**src/rtl/rst_seq_pkg.sv**
```systemverilog
// Shared types and sizing helpers for the reset sequencer.
package rst_seq_pkg;

    typedef enum logic [1:0] {
        WAIT_LOCK = 2'd0,
        RELEASE   = 2'd1,
        RUN       = 2'd2,
        SW_HOLD   = 2'd3
    } rst_seq_state_e;

    // Wide enough for the largest count plus one spare bit so nothing wraps.
    function automatic int cnt_width(input int a, input int b, input int c);
        int m;
        m = a;
        if (b > m) m = b;
        if (c > m) m = c;
        return $clog2(m) + 1;
    endfunction

endpackage

```
**src/rtl/rst_sequencer_sync.sv**
```systemverilog
// Active-low reset synchronizer: asserts asynchronously, releases after STAGES clk edges.
module rst_sync_n #(
    parameter int STAGES = 2
) (
    input  logic clk,
    input  logic arst_n,
    output logic sync_rst_n
);

    (* ASYNC_REG = "TRUE" *) logic [STAGES-1:0] sync_q;

    always_ff @(posedge clk or negedge arst_n) begin
        if (!arst_n) sync_q <= '0;
        else         sync_q <= {sync_q[STAGES-2:0], 1'b1};
    end

    assign sync_rst_n = sync_q[STAGES-1];

endmodule

```
**src/rtl/rst_sequencer.sv**
```systemverilog
// Reset tree sequencer: filters PLL lock, then releases reset domains in index order.
//
// state     | meaning
// WAIT_LOCK | all domains held; counting consecutive lock-high samples
// RELEASE   | releasing one domain every DELAY cycles, lowest index first
// RUN       | all domains released, done_o high
// SW_HOLD   | software reset: all domains held for DELAY cycles
module rst_sequencer
    import rst_seq_pkg::*;
#(
    parameter int NUM_DOMAINS = 4,
    parameter int STAGES      = 2,
    parameter int LOCK_CYCLES = 16,
    parameter int DELAY       = 32
) (
    input  logic                   clk,
    input  logic                   async_rst_n_i,
    input  logic                   lock_i,
    input  logic                   sw_rst_req_i,
    output logic [NUM_DOMAINS-1:0] rst_n_o,
    output logic                   done_o,
    output logic                   sw_rst_ack_o
);

    localparam int CW = cnt_width(LOCK_CYCLES, DELAY, NUM_DOMAINS);

    logic                 rst_sync_n;
    logic                 lock_s;
    rst_seq_state_e       state;
    logic [CW-1:0]        lock_cnt;
    logic [CW-1:0]        dly_cnt;
    logic [CW-1:0]        k;
    logic                 sw_pending;

    (* ASYNC_REG = "TRUE" *) logic [STAGES-1:0] lock_q;

    rst_sync_n #(.STAGES(STAGES)) u_rst_sync (
        .clk        (clk),
        .arst_n     (async_rst_n_i),
        .sync_rst_n (rst_sync_n)
    );

    // Reset from the pin, not rst_sync_n, so a steady lock is already visible at release.
    always_ff @(posedge clk or negedge async_rst_n_i) begin
        if (!async_rst_n_i) lock_q <= '0;
        else                lock_q <= {lock_q[STAGES-2:0], lock_i};
    end

    assign lock_s = lock_q[STAGES-1];

    always_ff @(posedge clk or negedge rst_sync_n) begin
        if (!rst_sync_n) begin
            state        <= WAIT_LOCK;
            lock_cnt     <= '0;
            dly_cnt      <= '0;
            k            <= '0;
            sw_pending   <= 1'b0;
            rst_n_o      <= '0;
            done_o       <= 1'b0;
            sw_rst_ack_o <= 1'b0;
        end else begin
            sw_rst_ack_o <= 1'b0;
            if (state != WAIT_LOCK && !lock_s) begin
                state      <= WAIT_LOCK;
                lock_cnt   <= '0;
                dly_cnt    <= '0;
                k          <= '0;
                sw_pending <= 1'b0;
                rst_n_o    <= '0;
                done_o     <= 1'b0;
            end else begin
                case (state)
                    WAIT_LOCK: begin
                        if (!lock_s) begin
                            lock_cnt <= '0;
                        end else if (lock_cnt == CW'(LOCK_CYCLES - 1)) begin
                            state    <= RELEASE;
                            lock_cnt <= '0;
                            dly_cnt  <= '0;
                            k        <= '0;
                        end else begin
                            lock_cnt <= lock_cnt + 1'b1;
                        end
                    end
                    RELEASE: begin
                        if (dly_cnt == CW'(DELAY - 1)) begin
                            dly_cnt <= '0;
                            for (int i = 0; i < NUM_DOMAINS; i++) begin
                                if (k == CW'(i)) rst_n_o[i] <= 1'b1;
                            end
                            if (k == CW'(NUM_DOMAINS - 1)) begin
                                state  <= RUN;
                                done_o <= 1'b1;
                                k      <= '0;
                            end else begin
                                k <= k + 1'b1;
                            end
                        end else begin
                            dly_cnt <= dly_cnt + 1'b1;
                        end
                    end
                    RUN: begin
                        if (sw_pending) begin
                            sw_rst_ack_o <= 1'b1;
                            sw_pending   <= 1'b0;
                        end
                        if (sw_rst_req_i) begin
                            state      <= SW_HOLD;
                            dly_cnt    <= '0;
                            sw_pending <= 1'b1;
                            rst_n_o    <= '0;
                            done_o     <= 1'b0;
                        end
                    end
                    SW_HOLD: begin
                        if (dly_cnt == CW'(DELAY - 1)) begin
                            state   <= RELEASE;
                            dly_cnt <= '0;
                            k       <= '0;
                        end else begin
                            dly_cnt <= dly_cnt + 1'b1;
                        end
                    end
                    default: state <= WAIT_LOCK;
                endcase
            end
        end
    end

endmodule

```
**config.mk**
```make
export PLATFORM = sky130hd
export DESIGN_NAME = rst_sequencer
export DESIGN_NICKNAME = d
export VERILOG_FILES = /design/src/rtl/rst_seq_pkg.sv /design/src/rtl/rst_sequencer_sync.sv /design/src/rtl/rst_sequencer.sv
export SDC_FILE = /design/constraint.sdc
export NUM_CORES = 1
export LEC_CHECK = 0
export ABC_AREA = 0
export ABC_CLOCK_PERIOD_IN_PS = 2300
export BUFFER_PORTS_ARGS = -buffer_cell sky130_fd_sc_hd__buf_2
export CAP_MARGIN = 40
export CORE_ASPECT_RATIO = 1.2
export CORE_MARGIN = 5
export CORE_UTILIZATION = 64
export CTS_CLUSTER_SIZE = 40
export DETAILED_ROUTE_END_ITERATION = 10
export GPL_TIMING_DRIVEN = 0
export PLACE_DENSITY = 0.88
export SLEW_MARGIN = 20
export SYNTH_ARGS = -nofsm -noshare
export SYNTH_HDL_FRONTEND = slang
export SYNTH_SLANG_ARGS = --single-unit
```
**constraint.sdc**
```tcl
create_clock -name clk -period 2.3 [get_ports clk]
set_input_delay 0.46 -clock clk [delete_from_list [all_inputs] [get_ports clk]]
set_output_delay 0.46 -clock clk [all_outputs]
set_load 0.02 [all_outputs]
```
# == After elaboration in Yosys (flattened, before gate mapping) ==
# Index checks and enable logic that the tools add are counted.
# op_classes
n_eq_ne,17
n_mux,41
reduce_logical,17
addsub,3
# ops
op,n
6-bit two-way mux,13
6-bit one-hot mux with 3 select lines,2
3-bit inequality test (second input constant),9
6-bit by 1-bit adder with 6-bit output (second input constant),3
4-bit AND reduction,4
2-bit two-way mux,7
1-bit two-way mux,13
6-bit by 2-bit == test with 1-bit output (second input constant),2
4-bit two-way mux,3
2-bit one-hot mux with 4 select lines,1
4-bit one-hot mux with 2 select lines,1
6-bit by 1-bit == test with 1-bit output (second input constant),1
6-bit by 4-bit == test with 1-bit output (second input constant),1
6-bit by 5-bit == test with 1-bit output (second input constant),1
6-bit zero test,1
6-bit AND reduction,1
2-bit nonzero test,3
5-bit AND reduction,1
2-bit == test (second input constant),2
4-bit nonzero test,1
3-bit AND reduction,1
3-bit nonzero test,1
2-bit by 1-bit == test with 1-bit output (second input constant),1
2-bit zero test,1
other kinds (4),4
# word_totals
out_inout_bits,6
word_cells,91
ff_bits,31

# == Depth between registers and ports, before layout ==
# depth
word_depth,5
mapped_depth,8
mapped_depth_nobuf,7

# == Cells and area by module ==
# From an unflattened synthesis, not the netlist that was laid out.
# hier_totals
cells_unflattened,173
hier_area_um2,1660.3
# modules_own_cells
module,instances,seq_area_each_um2,area_per_inst_um2,cells_per_inst
rst_sequencer,1,700.7,1606.5,170
rst_sync_n,1,50.0,53.8,3

# == Worst setup path before layout ==
# Ideal clock, no wire load.
# synth_timing
path_type,flip-flop to flip-flop
from,register state[1]
to,register k[4]
slack_ns,0.330
stages_incl_launch_ff,9
arrival_ns,1.901
n_path_buf,1
period_less_slack_ns,1.970
required_ns,2.231
cell_sequence,dfrtp_1 inv_1 ha_1 buf_2 or3b_1 o311ai_1 nand2_2 or4_1 nand3_1
# synth_via
elab_chain_len,4
word_cells_on_any_way,13
cone_classes,eq/ne: 6; mux: 2; reduce/logical: 5
# synth_rtl
item,line_no,rtl
start: declaration,rst_sequencer.sv:29,rst_seq_state_e state;
start signal: assignment,rst_sequencer.sv:53,state <= WAIT_LOCK;
start signal: assignment,rst_sequencer.sv:64,state <= WAIT_LOCK;
start signal: assignment,rst_sequencer.sv:77,state <= RELEASE;
2-bit nonzero test,rst_sequencer.sv:63,if (state != WAIT_LOCK && !lock_s) begin
1-bit logical AND,rst_sequencer.sv:63,
3-bit inequality test (no line) / 4-bit nonzero test (equally long branches),n/a,
5-bit AND reduction (no line),n/a,
end signal: assignment,rst_sequencer.sv:96,k <= k + 1'b1;
end: declaration,rst_sequencer.sv:32,logic [CW-1:0] k;
# Parallel ways exist; a longest one is shown, timed or not.
# A chain may end at the register's enable or synchronous reset.

# == Worst setup path in the final report ==
# layout_timing
from,register state[0]
to,register rst_n_o[2]
# layout_via
elab_chain_len,4
word_cells_on_any_way,11
cone_classes,eq/ne: 5; mux: 2; reduce/logical: 4
# layout_rtl
item,line_no,rtl
2-bit nonzero test,rst_sequencer.sv:63,
1-bit logical AND,rst_sequencer.sv:63,
3-bit inequality test (no line) / 3-bit nonzero test (equally long branches),n/a,
4-bit AND reduction (no line),n/a,
end signal: assignment,rst_sequencer.sv:58,rst_n_o <= '0;
end signal: assignment,rst_sequencer.sv:69,rst_n_o <= '0;
end signal: indexed assignment,rst_sequencer.sv:89,if (k == CW'(i)) rst_n_o[i] <= 1'b1;
end: declaration,rst_sequencer.sv:20,"output logic [NUM_DOMAINS-1:0] rst_n_o,"
# Parallel ways exist; a longest one is shown, timed or not.

==> reports/qor.csv <==
stage;metric;value;unit
status;outcome;completed;
logic_synthesis;post-synth cell types;42;
placed_design;Post-DP HPWL;2.38;mm
cts;htree depth;2;
setup_path;Startpoint Class;flop;
pwr;combinational power share;0.487;
logic_synthesis;Yosys warnings;0;
setup_path;WS Path Type;reg -> reg;
routing;drt wl/cell;14.6;um
logic_synthesis;synthesized cell area;1610;um^2
setup_path;worst r2r dst;rst_n_o[2]$_DFFE_PN0P_;
final_layout;diode count;0;
setup_path;reg2reg path depth;8;
setup_path;Top delay family on crit path;compound AO/OA/AOI/OAI gates;
final_layout;# fillers;172;
timing;Max Freq;471;MHz
timing;Clock Skew;0.00879;ns
grt;global route overflow;0;
setup_path;Crit Path Max Fanout;8;
logic_synthesis;Synth Flop Type;dfrtp_1;
timing;Pins Over Slew Limit;0;
logic_synthesis;Synth area leader;dfrtp_1;
pwr;Net Switching;860;uW
timing;number of setup violations in the final report;0;
floorplan;die area;3630;um^2
logic_synthesis;Async SR Flop Fraction;1.00;
logic_synthesis;Post-synth EDFFs;0;
placed_design;pre-CTS setup slack;0.0289;ns
final_layout;Layout Area Growth over Synthesis;10.4;%
cts;Root Buffer Master;clkbuf_4;
final_layout;fraction of layout cells with a size suffix above 1;0.151;
pwr;Pint;1130;uW
routing;via count;1325;
timing;setup_tns;0;ns
timing;slew margin rel.;0.599;
routing;Starting DRT DRC Count;70;
setup_path;crit path max-delay cell type;dfrtp_1;
cts;CTS tree;done;
setup_path;Crit path largest cell delay;0.47;ns
pwr;sequential power share;0.373;
pwr;PD cells;1120;nW/um^2
floorplan;io pins;10;
setup_path;CP required;2.50;ns
timing;final worst slack;0.175;ns
logic_synthesis;top post-synthesis cells by area;dfrtp_1, ha_1, o21ai_0;
cts;Clock Path Buffers;2;
setup_path;WP buf/inv;2;
logic_synthesis;mean post-synth cell area;9.72;um^2
placed_design;GPL Wtd Cong;0.839;
logic_synthesis;Mapped Cells;166;
floorplan;initial cell density of the core;0.651;
flow_run;number of max-cap violations;0;
pwr;Max VDD drop;0.000737;V
setup_path;Arrival @ worst endpoint;2.32;ns
timing;unrepaired setup endpoints after global routing;no;
cts;# clock sinks;30;
setup_path;crit end category;flop;
setup_path;cells along the critical path;inv_1, ha_1, buf_2, nor2_1, or2_2, o221ai_1, o21ai_0, o31ai_1;
min_path;Hold WC Path Type;reg -> async;
final_layout;area of the multi-input gates;806;um^2
grt;Global Route Usage Sum;0.207;
grt;antenna violations before repair;0;
placed_design;Port Buffers;9;
cts;total clock buffers created by CTS;5;
cts;Worst-Skew Late Latency;0.33;ns
floorplan;DIE HEIGHT;65.0;um
routing;Pre-Repair DR Iteration Count;4;
grt;global-route wire length before repair;5.89;mm
timing;Final Hold Vio Count;0;
final_layout;nets@finish;199;
final_layout;Sequential cell area;751;um^2
routing;Via density;6.08;
logic_synthesis;Seq cells post-synth;30;
logic_synthesis;register area share after synthesis;0.465;
routing;Final ANT Viol Nets;0;
cts;Clk pin slew, worst setup/hold paths;0.09;ns
grt;vias in the first global route;1291;
floorplan;die extent in x;55.8;um
floorplan;FP Rows;20;
pwr;Leak;0.000816;uW
setup_path;r2r setup slk;0.17;ns
pwr;Clk network pwr share;0.140;
pwr;sw frac;0.432;
timing;fin crit share;0.924;
grt;largest net degree at the start of global routing;15;
routing;Total Wirelength;3.19;mm
setup_path;RR Startpoint;state[0]$_DFFE_PN0P_;
logic_synthesis;Post-Syn Nets;180;
timing;min Tclk post-route;2.13;ns
routing;Residual DRC;0;
floorplan;core area;2480;um^2
pwr;overall power;1990;uW
timing;actual transition at the worst max-transition pin;0.602;ns
logic_synthesis;Yosys top cell area share;0.465;
logic make-up (layout without fill, tap and decap cells):
family,count (synthesis),in the layout,synth area share
and+or+nand+nor,60,60,0.195
buffers and inverters,12,31,0.0372
other,1,1,0.00233
adders and majority gates,10,10,0.0776
xor gates and xnor gates,2,2,0.0109
muxes,3,3,0.0186
AOI/OAI and AO/OA,48,48,0.193
DFF,30,30,0.465
cells in the mapped netlist (2+ instances only):
master	instances
mux2i_1	3
dfrtp_1	30
o31ai_1	8
and3_1	3
inv_1	7
nand3_1	10
o21ai_1	3
o21ai_0	17
nand4_1	2
nand2b_1	4
nand2_1	11
nor2_1	16
ha_1	10
a21o_1	2
xor2_1	2
a21oi_1	10
or4_1	2
nor3_1	2
layout by cell type, fill, tap and decap left out, drive strengths merged:
| master | Yosys | routed |
|---|---|---|
| buf | 4 | 15 |
| and2 | 1 | 1 |
| clkbuf | 0 | 7 |
| nand2 | 12 | 12 |
| o2111ai | 1 | 1 |
| o221ai | 1 | 1 |
| nor2b | 1 | 1 |
| o22a | 1 | 1 |
| a22o | 1 | 1 |
| dlygate4sd3 | 0 | 1 |
| nor3b | 1 | 1 |
| or2 | 1 | 1 |
| or3b | 2 | 2 |
| nand4b | 1 | 1 |
| o21ai | 20 | 20 |
| o31ai | 8 | 8 |
| xor2 | 2 | 2 |
| nand4 | 2 | 2 |
| nor2 | 16 | 16 |
| nand3 | 10 | 10 |
| and3 | 3 | 3 |
| or4 | 2 | 2 |
| inv | 8 | 8 |
| ha | 10 | 10 |
| o41ai | 1 | 1 |
| nor4 | 1 | 1 |
| a21oi | 11 | 11 |
| o22ai | 1 | 1 |
| dfrtp | 30 | 30 |
| o311ai | 1 | 1 |
| or4b | 1 | 1 |
| a21o | 2 | 2 |
| nor3 | 2 | 2 |
| nand2b | 4 | 4 |
| conb | 1 | 1 |
| mux2i | 3 | 3 |
final cells by class:
type	count	area share
well taps	33	0.0232
flip-flops and latches	30	0.422
clock buffers	7	0.0253
plain buffers	4	0.0155
repair buffers	12	0.0436
inverters	8	0.0183
multi-input cells	124	0.453
registers in the layout, indices dropped and copies added (netlist names):
register / flops
dly_cnt: 6
k: 6
lock_cnt: 6
rst_n_o: 3
lock_q: 2
state: 2
u_rst_sync.sync_q: 2
done_o: 1
sw_pending: 1
sw_rst_ack_o: 1
power by group through the flow:
stage,logic (uW),registers [uW],clock network [uW]
after floorplan,672,784,0
after global placement,878,746,0
after detailed placement,940,754,0
after CTS,943,743,289
after global routing,1090,766,319
final,970,744,279
timing repair:
item	4_1_cts	5_1_grt
endpoints found under the hold margin	4	0
buffers inserted	0	1
endpoints found under the setup margin	0	9
resized for setup	0	2
hold buffers	1	0
stage by stage:
stage / area, um^2 / util / hold slack [ns] / std cells
3_3_place_gp: 1700 / 0.686 / 0.265 / 208
2_1_floorplan: 1610 / - / 0.164 / 166
4_1_cts: 1770 / 0.714 / 0.226 / 217
3_5_place_dp: 1710 / 0.692 / 0.239 / 209
5_1_grt: 1780 / 0.719 / 0.218 / 218
6_report: 1780 / 0.719 / 0.223 / 218
routing by layer:
metal / routed length (um) / GRT usage
met1: 1330 / 0.248
met2: 1610 / 0.358
met3: 195 / 0.0598
met4: 46 / 0.0682
met5: 0 / 0
worst max path at each step:
stage,start,endpoint,cells after the start
after detailed placement,state[0]$_DFFE_PN0P_,rst_n_o[2]$_DFFE_PN0P_,7
after floorplan,state[1]$_DFFE_PN0P_,k[4]$_DFFE_PN0P_,8
after global routing,state[1]$_DFFE_PN0P_,k[5]$_DFFE_PN0P_,7
final,state[0]$_DFFE_PN0P_,rst_n_o[2]$_DFFE_PN0P_,8
after CTS,state[0]$_DFFE_PN0P_,rst_n_o[2]$_DFFE_PN0P_,7
after global placement,state[0]$_DFFE_PN0P_,state[1]$_DFFE_PN0P_,7
Power figures use the tool's default switching activity.
